[src/rtl/nx_ram_1r1w_rd_eng_if.sv]
// Read-data stream out of the circular-buffer read engine; master drives data, slave drives ready.
// Latency/backpressure are owned by the engine: rd_dat is held while rd_vld=1 and rd_rdy=0.
interface nx_ram_1r1w_rd_eng_if #(
  parameter int WIDTH = 83
) ();
  logic             rd_vld;
  logic             rd_rdy;
  logic [WIDTH-1:0] rd_dat;

  modport master (output rd_vld, output rd_dat, input rd_rdy);
  modport slave  (input rd_vld, input rd_dat, output rd_rdy);
endinterface

[src/rtl/nx_ram_1r1w_rd_eng.sv]
// In-order RAM read issue behind the writer commit pointer; data out RD_LAT+1 cycles after issue.
// A credited skid FIFO absorbs read latency, so issue stops (never drops data) when rd_rdy is low.
module nx_ram_1r1w_rd_eng #(
  parameter int WIDTH      = 83,
  parameter int DEPTH      = 168,
  parameter int AW         = 8,
  parameter int RD_LAT     = 2,
  parameter int SKID_DEPTH = 3
) (
  input  logic                 clk,
  input  logic                 rst_n,
  input  logic                 clr,
  input  logic [AW:0]          wr_ptr,
  output logic [AW:0]          rd_ptr,
  output logic                 reb,
  output logic [AW-1:0]        ra,
  input  logic [WIDTH-1:0]     dout,
  nx_ram_1r1w_rd_eng_if.master rd_if,
  output logic                 empty
);
  localparam int SW = (SKID_DEPTH > 1) ? $clog2(SKID_DEPTH) : 1;
  localparam int CW = $clog2(SKID_DEPTH + 1);
  localparam int OW = CW + 1;

  logic [AW:0]       iss_ptr_q, iss_ptr_d;
  logic [AW:0]       rd_ptr_q, rd_ptr_d;
  logic [AW-1:0]     ra_q, ra_d;
  logic [RD_LAT-1:0] tag_q, tag_d;
  logic [WIDTH-1:0]  skid_q [SKID_DEPTH];
  logic [SW-1:0]     wp_q, wp_d, rp_q, rp_d;
  logic [CW-1:0]     cnt_q, cnt_d;
  logic [OW-1:0]     occ;
  logic              issue, push, pop, ptr_ok;

  function automatic logic [AW:0] ptr_inc(input logic [AW:0] p);
    if (p[AW-1:0] == AW'(DEPTH - 1)) return {~p[AW], {AW{1'b0}}};
    return {p[AW], p[AW-1:0] + AW'(1)};
  endfunction

  function automatic logic [SW-1:0] skid_inc(input logic [SW-1:0] p);
    if (p == SW'(SKID_DEPTH - 1)) return '0;
    return p + SW'(1);
  endfunction

  assign pop  = rd_if.rd_vld & rd_if.rd_rdy & ~clr;
  assign push = tag_q[RD_LAT-1] & ~clr;

  // The word leaving this cycle frees its slot now, which keeps issue at one per cycle.
  always_comb begin
    occ = OW'(cnt_q);
    for (int i = 0; i < RD_LAT; i++) occ = occ + OW'(tag_q[i]);
    if (pop) occ = occ - OW'(1);
  end

  always_comb begin
    issue     = (iss_ptr_q != wr_ptr) && (occ < OW'(SKID_DEPTH)) && !clr;
    iss_ptr_d = iss_ptr_q;
    rd_ptr_d  = rd_ptr_q;
    ra_d      = ra_q;
    wp_d      = wp_q;
    rp_d      = rp_q;
    cnt_d     = cnt_q;
    tag_d[0]  = issue;
    for (int i = 1; i < RD_LAT; i++) tag_d[i] = tag_q[i-1];
    if (issue) begin
      iss_ptr_d = ptr_inc(iss_ptr_q);
      ra_d      = iss_ptr_q[AW-1:0];
    end
    if (push) wp_d = skid_inc(wp_q);
    if (pop) begin
      rp_d     = skid_inc(rp_q);
      rd_ptr_d = ptr_inc(rd_ptr_q);
    end
    if (push && !pop)      cnt_d = cnt_q + CW'(1);
    else if (pop && !push) cnt_d = cnt_q - CW'(1);
    // Flush: drop everything in flight and restart from the writer's pointer.
    if (clr) begin
      iss_ptr_d = wr_ptr;
      rd_ptr_d  = wr_ptr;
      tag_d     = '0;
      wp_d      = '0;
      rp_d      = '0;
      cnt_d     = '0;
    end
  end

  assign reb          = ~issue;
  assign ra           = issue ? iss_ptr_q[AW-1:0] : ra_q;
  assign rd_ptr       = rd_ptr_q;
  assign empty        = (rd_ptr_q == wr_ptr);
  assign rd_if.rd_vld = (cnt_q != '0);
  assign rd_if.rd_dat = skid_q[rp_q];

  always_ff @(posedge clk or negedge rst_n) begin
    if (!rst_n) begin
      iss_ptr_q <= '0;
      rd_ptr_q  <= '0;
      ra_q      <= '0;
      tag_q     <= '0;
      wp_q      <= '0;
      rp_q      <= '0;
      cnt_q     <= '0;
      for (int i = 0; i < SKID_DEPTH; i++) skid_q[i] <= '0;
    end else begin
      iss_ptr_q <= iss_ptr_d;
      rd_ptr_q  <= rd_ptr_d;
      ra_q      <= ra_d;
      tag_q     <= tag_d;
      wp_q      <= wp_d;
      rp_q      <= rp_d;
      cnt_q     <= cnt_d;
      if (push) skid_q[wp_q] <= dout;
    end
  end

  assign ptr_ok = (wr_ptr[AW] == rd_ptr_q[AW]) ? (wr_ptr[AW-1:0] >= rd_ptr_q[AW-1:0])
                                               : (wr_ptr[AW-1:0] <= rd_ptr_q[AW-1:0]);

  always_ff @(posedge clk) begin
    if (rst_n && !clr) begin
      a_wr_ptr_range: assert (ptr_ok);
      a_skid_no_ovf:  assert (!push || pop || (cnt_q < CW'(SKID_DEPTH)));
    end
  end
endmodule

[src/flat_wrapper.sv]
// flat-port wrapper written by rule: the top's interface ports become plain ports
module nx_ram_1r1w_rd_eng_flat 
#(
  parameter int WIDTH      = 83,
  parameter int DEPTH      = 168,
  parameter int AW         = 8,
  parameter int RD_LAT     = 2,
  parameter int SKID_DEPTH = 3
)
  (clk, rst_n, clr, wr_ptr, rd_ptr, reb, ra, dout, empty, rd_if_rd_vld, rd_if_rd_dat, rd_if_rd_rdy);
  nx_ram_1r1w_rd_eng_if #(.WIDTH(WIDTH)) rd_if_i ();
  input  logic clk;
  input  logic rst_n;
  input  logic clr;
  input  logic [AW:0] wr_ptr;
  output logic [AW:0] rd_ptr;
  output logic reb;
  output logic [AW-1:0] ra;
  input  logic [WIDTH-1:0] dout;
  output logic empty;
  output wire logic [$bits(rd_if_i.rd_vld)-1:0] rd_if_rd_vld;
  output wire logic [$bits(rd_if_i.rd_dat)-1:0] rd_if_rd_dat;
  input wire logic [$bits(rd_if_i.rd_rdy)-1:0] rd_if_rd_rdy;
  assign rd_if_rd_vld = rd_if_i.rd_vld;
  assign rd_if_rd_dat = rd_if_i.rd_dat;
  assign rd_if_i.rd_rdy = rd_if_rd_rdy;
  nx_ram_1r1w_rd_eng #(.WIDTH(WIDTH), .DEPTH(DEPTH), .AW(AW), .RD_LAT(RD_LAT), .SKID_DEPTH(SKID_DEPTH)) u_core (.clk(clk), .rst_n(rst_n), .clr(clr), .wr_ptr(wr_ptr), .rd_ptr(rd_ptr), .reb(reb), .ra(ra), .dout(dout), .rd_if(rd_if_i), .empty(empty));
endmodule
[config.mk]
export PLATFORM = sky130hd
export DESIGN_NAME = nx_ram_1r1w_rd_eng_flat
export DESIGN_NICKNAME = d
export VERILOG_FILES = /design/src/rtl/nx_ram_1r1w_rd_eng_if.sv /design/src/rtl/nx_ram_1r1w_rd_eng.sv /design/src/flat_wrapper.sv
export SDC_FILE = /design/constraint.sdc
export NUM_CORES = 1
export LEC_CHECK = 0
export BUFFER_PORTS_ARGS = -buffer_cell sky130_fd_sc_hd__buf_2
export CAP_MARGIN = 20
export CORE_AREA = 2 2 184 186
export DETAILED_ROUTE_END_ITERATION = 8
export DIE_AREA = 0 0 186 188
export HOLD_SLACK_MARGIN = 0.02
export SKIP_CTS_REPAIR_TIMING = 1
export SLEW_MARGIN = 20
export SYNTH_ARGS = -nofsm -noshare
export SYNTH_HDL_FRONTEND = slang
export SYNTH_SLANG_ARGS = --single-unit
[constraint.sdc]
create_clock -name clk -period 4.15 [get_ports clk]
set_clock_uncertainty 0.2 [all_clocks]
set_input_delay 0 -clock clk [delete_from_list [all_inputs] [get_ports clk]]
set_output_delay 0 -clock clk [all_outputs]
set_load 0.005 [all_outputs]
==> results summary <==
The run finished with clean final reports. The gate count of the mapped netlist is 1031. The final worst hold slack came out at 78.1 ps. The number of filler instances in the final layout came out at 2953. The required time at the worst-slack endpoint came out at 3950 ps. The portion of the post-synthesis area used by sequential elements came out at 0.544. Summing every instance area after synthesis gives 13000 um^2.

The initial detailed-routing violation count came out at 337. At the end of routability-driven placement, the weighted congestion stood at 0.760. The count of non-filler cells in the finished layout came out at 1785. STA classifies the critical path startpoint as a register. The worst-case hold path end point is u_core.skid_q[220]. Of all nets on the critical path, the largest fanout is 13. The net count of the finished layout came out at 1415.

The endpoint identified for the worst register-to-register timing path is u_core.iss_ptr_q[0]. The worst path needs 3910 ps of the cycle, external delays included. Setup repair after global routing left no endpoint under its margin. 199 I/O pins were placed. The worst register-to-register path begins at u_core.cnt_q[0]. The final worst slack came out at 240 ps. The initialized floorplan defines 67 standard-cell rows. The signal on the critical path passes through fa_1, ha_1, inv_1, ha_1, o22ai_1, a221o_1, or3_4, inv_2, mux2_1, buf_2.

The total congestion overflow is 0. Counting distinct cell types in the post-synthesis netlist gives 53. The fraction of the core area covered by cells at the end of the flow is 0.501. The most numerous cell type found on the critical path is sky130_fd_sc_hd__ha_1. Dividing the detail-routed wire length by the instance count gives 17.5 um. Measured along the x axis, the die boundary spans 186 um. Synthesis produced a netlist with a net count of 1132.

The summed negative setup slack over all endpoints came out at 0 ps. The number of levels in the clock H-tree is 2. The Yosys step of the flow raised 0 warnings. The worst setup slack for register-to-register paths came out at 510 ps. The highest layer touched by signal routing is met4.

On the worst path, the slowest cell contributes a delay of 530 ps. The number of hold-slack violations in the final timing report came out at 0. Summed over all instances, the cell type with the most area after synthesis is sky130_fd_sc_hd__dfrtp_1. Detailed placement finished with a half-perimeter wire length of 18.0 mm. The first global-routing pass estimated 48.4 mm of wire.

The core region area came out at 33100 um^2. Across every metal layer, demand over resource in global routing totals 0.174. In this run the power density over the cells is 618 nW/um^2. Entering global routing, the biggest net connects 104 pins.

The placed cell area is 14400 um^2. The synthesized area per cell came out at 12.6 um^2. The area occupied by registers is 7090 um^2.

For this block, the via count after detailed routing is 9012. Detailed routing placed a total of 14.4 mm of wire on met2. The number of antenna diodes in the final layout is 0. The setup path with the least slack is of type reg -> out.

In this run the tightest slew margin relative to its limit is 0.426. With fillers left out, the area of the finished cells amounts to 16600 um^2. The die area came out at 35000 um^2. In the final layout, the multi-input gates occupy 5580 um^2. The worst hold path class is in -> reg. The floorplan step set the die height to 188 um. STA classifies the critical path endpoint as an output port. The amount of wire on met3 after detailed routing is 1.74 mm. The post-detailed-route count of antenna-violating nets is 0. The clock transition at the register clock pins on the worst setup and hold paths after CTS is 60 ps. The start point of the worst hold path is dout[54]. Clock tree synthesis selected as its root buffer the cell sky130_fd_sc_hd__clkbuf_16. The share of Yosys cell area claimed by the top area cell type came out at 0.544. The static leakage power came out at 7.29 nW.

Yosys mapped a number of flops with a built-in enable equal to 0. The portion of the clock cycle consumed by the worst path in the final layout is 0.942. The share of post-route cells with drive strength above 1 came out at 0.405. The most used flip-flop cell after synthesis is sky130_fd_sc_hd__dfrtp_1. Clock tree synthesis found a total of 283 sinks. Based on the critical path, the design can be clocked at up to 256 MHz. The number of antenna violations at the first check in global routing is 0. The worst path arrival time is 3710 ps.

The TritonCTS clock tree is done. The number of buffers created by CTS is 34. The total setup violations reported at the end of the flow came out at 0.

In this run, synthesis produced a sequential element count of 283. Ranked by total cell area, the synthesized netlist is headed by sky130_fd_sc_hd__dfrtp_1, sky130_fd_sc_hd__mux2_2, sky130_fd_sc_hd__mux2i_1, sky130_fd_sc_hd__o21ai_0, sky130_fd_sc_hd__nand2_1. The routed wire length is 31.2 mm.

The fraction of registers with async set/reset came out at 1.00. The detailed router put a total of 14.4 mm of wire on met1. The via count of the first global-routing pass came out at 8867. The slowest cell on the critical path is sky130_fd_sc_hd__a221o_1. For this run, the detailed router's first-pass iteration total came to 4.

The average via count per standard cell is 5.05. At the pin with the least slew margin, the transition time is 861 ps. The maximum clock path buffer count came out at 3. In this run, placement finished with an instance count of 1622. The total power came out at 10.3 mW. The largest vdd supply drop is 0.455 mV. The cell depth of the worst hold path came out at 3. The count of cells along the worst register-to-register path came out at 9. For the worst-skew pair, the clock arrives at the later sink with an insertion delay of 500 ps. The count of port buffers added during placement came out at 198. Before CTS, the worst setup slack after placement is 554 ps. The starting utilization of the core area is 0.393. The area added between synthesis and finish is 27.5%. The remaining design rule violation count is 0. The number of slew-limit violations in the final report came out at 0. The count of maximum capacitance violations came out at 0.
==> worst max-delay path, delay by kind of cell (launching register included) <==
family	cells	cell delay (ps)
muxes	1	350
DFF	1	470
and+or+nand+nor	1	500
AOI/OAI and AO/OA	2	600
adders and majority gates	3	1010
buffers and inverters	3	280
==> power breakdown <==
group          internal (mW)  switching [mW]  total (mW)
registers               3.79           0.566        4.35
logic                   1.66            1.31        2.96
clock network           1.79            1.15        2.95
==> flip-flops by register name, indices dropped and copies added, names as in the netlist <==
signal	count
u_core.ra_q	8
u_core.tag_q	2
u_core.cnt_q	2
u_core.rp_q	2
u_core.skid_q	249
u_core.wp_q	2
u_core.iss_ptr_q	9
u_core.rd_ptr	9
==> cell families (layout without fill, tap and decap cells) <==
family / after synthesis / after routing / share of synthesized area
compound gates: 123 / 123 / 0.0528
xor+xnor: 24 / 24 / 0.0161
fa+ha+maj: 5 / 5 / 0.00538
buf+inv: 81 / 387 / 0.0295
flops: 283 / 283 / 0.544
mux: 346 / 346 / 0.293
simple gates: 169 / 169 / 0.0588
==> worst max-delay path by stage <==
stage,from,cells past startpoint,to,slack [ps]
2_1_floorplan,u_core.cnt_q[0],10,u_core.ra_q[1],1070
3_3_place_gp,u_core.cnt_q[0],10,ra[1],600
3_5_place_dp,u_core.cnt_q[0],10,ra[1],550
4_1_cts,u_core.cnt_q[0],10,ra[1],6
5_1_grt,u_core.cnt_q[0],11,ra[1],100
6_report,u_core.cnt_q[0],10,ra[1],240
==> cell usage in the layout, fill, tap and decap left out, drive strengths merged, types with 5 or more instances in the layout <==
cell         instances
nand3               11
nand2               94
a211oi               7
mux2i               84
buf                216
xnor2               19
inv                 10
clkbuf              51
clkinv               5
a21oi               10
nor2                23
o21ai               89
xor2                 5
nor4                 6
mux2               262
dfrtp              283
dlygate4sd3        103
nor3                10
==> routing by layer <==
metal | up-vias | track usage
li1 | 4222 | -
met1 | 4535 | 0.230
met2 | 204 | 0.279
met3 | 51 | 0.0505
met4 | 0 | 0.0475
met5 | - | 0
==> Yosys cell counts (all sizes together), types with 2 or more instances <==
| library cell | number |
|---|---|
| dfrtp | 283 |
| mux2 | 262 |
| nand2 | 94 |
| o21ai | 89 |
| mux2i | 84 |
| buf | 38 |
| clkbuf | 34 |
| nor2 | 23 |
| xnor2 | 19 |
| nand3 | 11 |
| a21oi | 10 |
| nor3 | 10 |
| inv | 9 |
| a211oi | 7 |
| nor4 | 6 |
| xor2 | 5 |
| ha | 4 |
| nand4 | 4 |
| or3 | 4 |
| nor2b | 3 |
| or2 | 3 |
| a221oi | 2 |
| a31oi | 2 |
| and3 | 2 |
| and4 | 2 |
| nand2b | 2 |
| nor3b | 2 |
| o21a | 2 |
| o22ai | 2 |
| or4 | 2 |
==> final cells by class <==
cell class	count	share of cell area
multi-input combinational	667	0.336
clock buffer	51	0.0600
clock inverter	8	0.00716
timing repair buffer	319	0.134
sequential	283	0.427
tap	448	0.0338
inverter	9	0.00204
(Power assumes the default switching activity.)
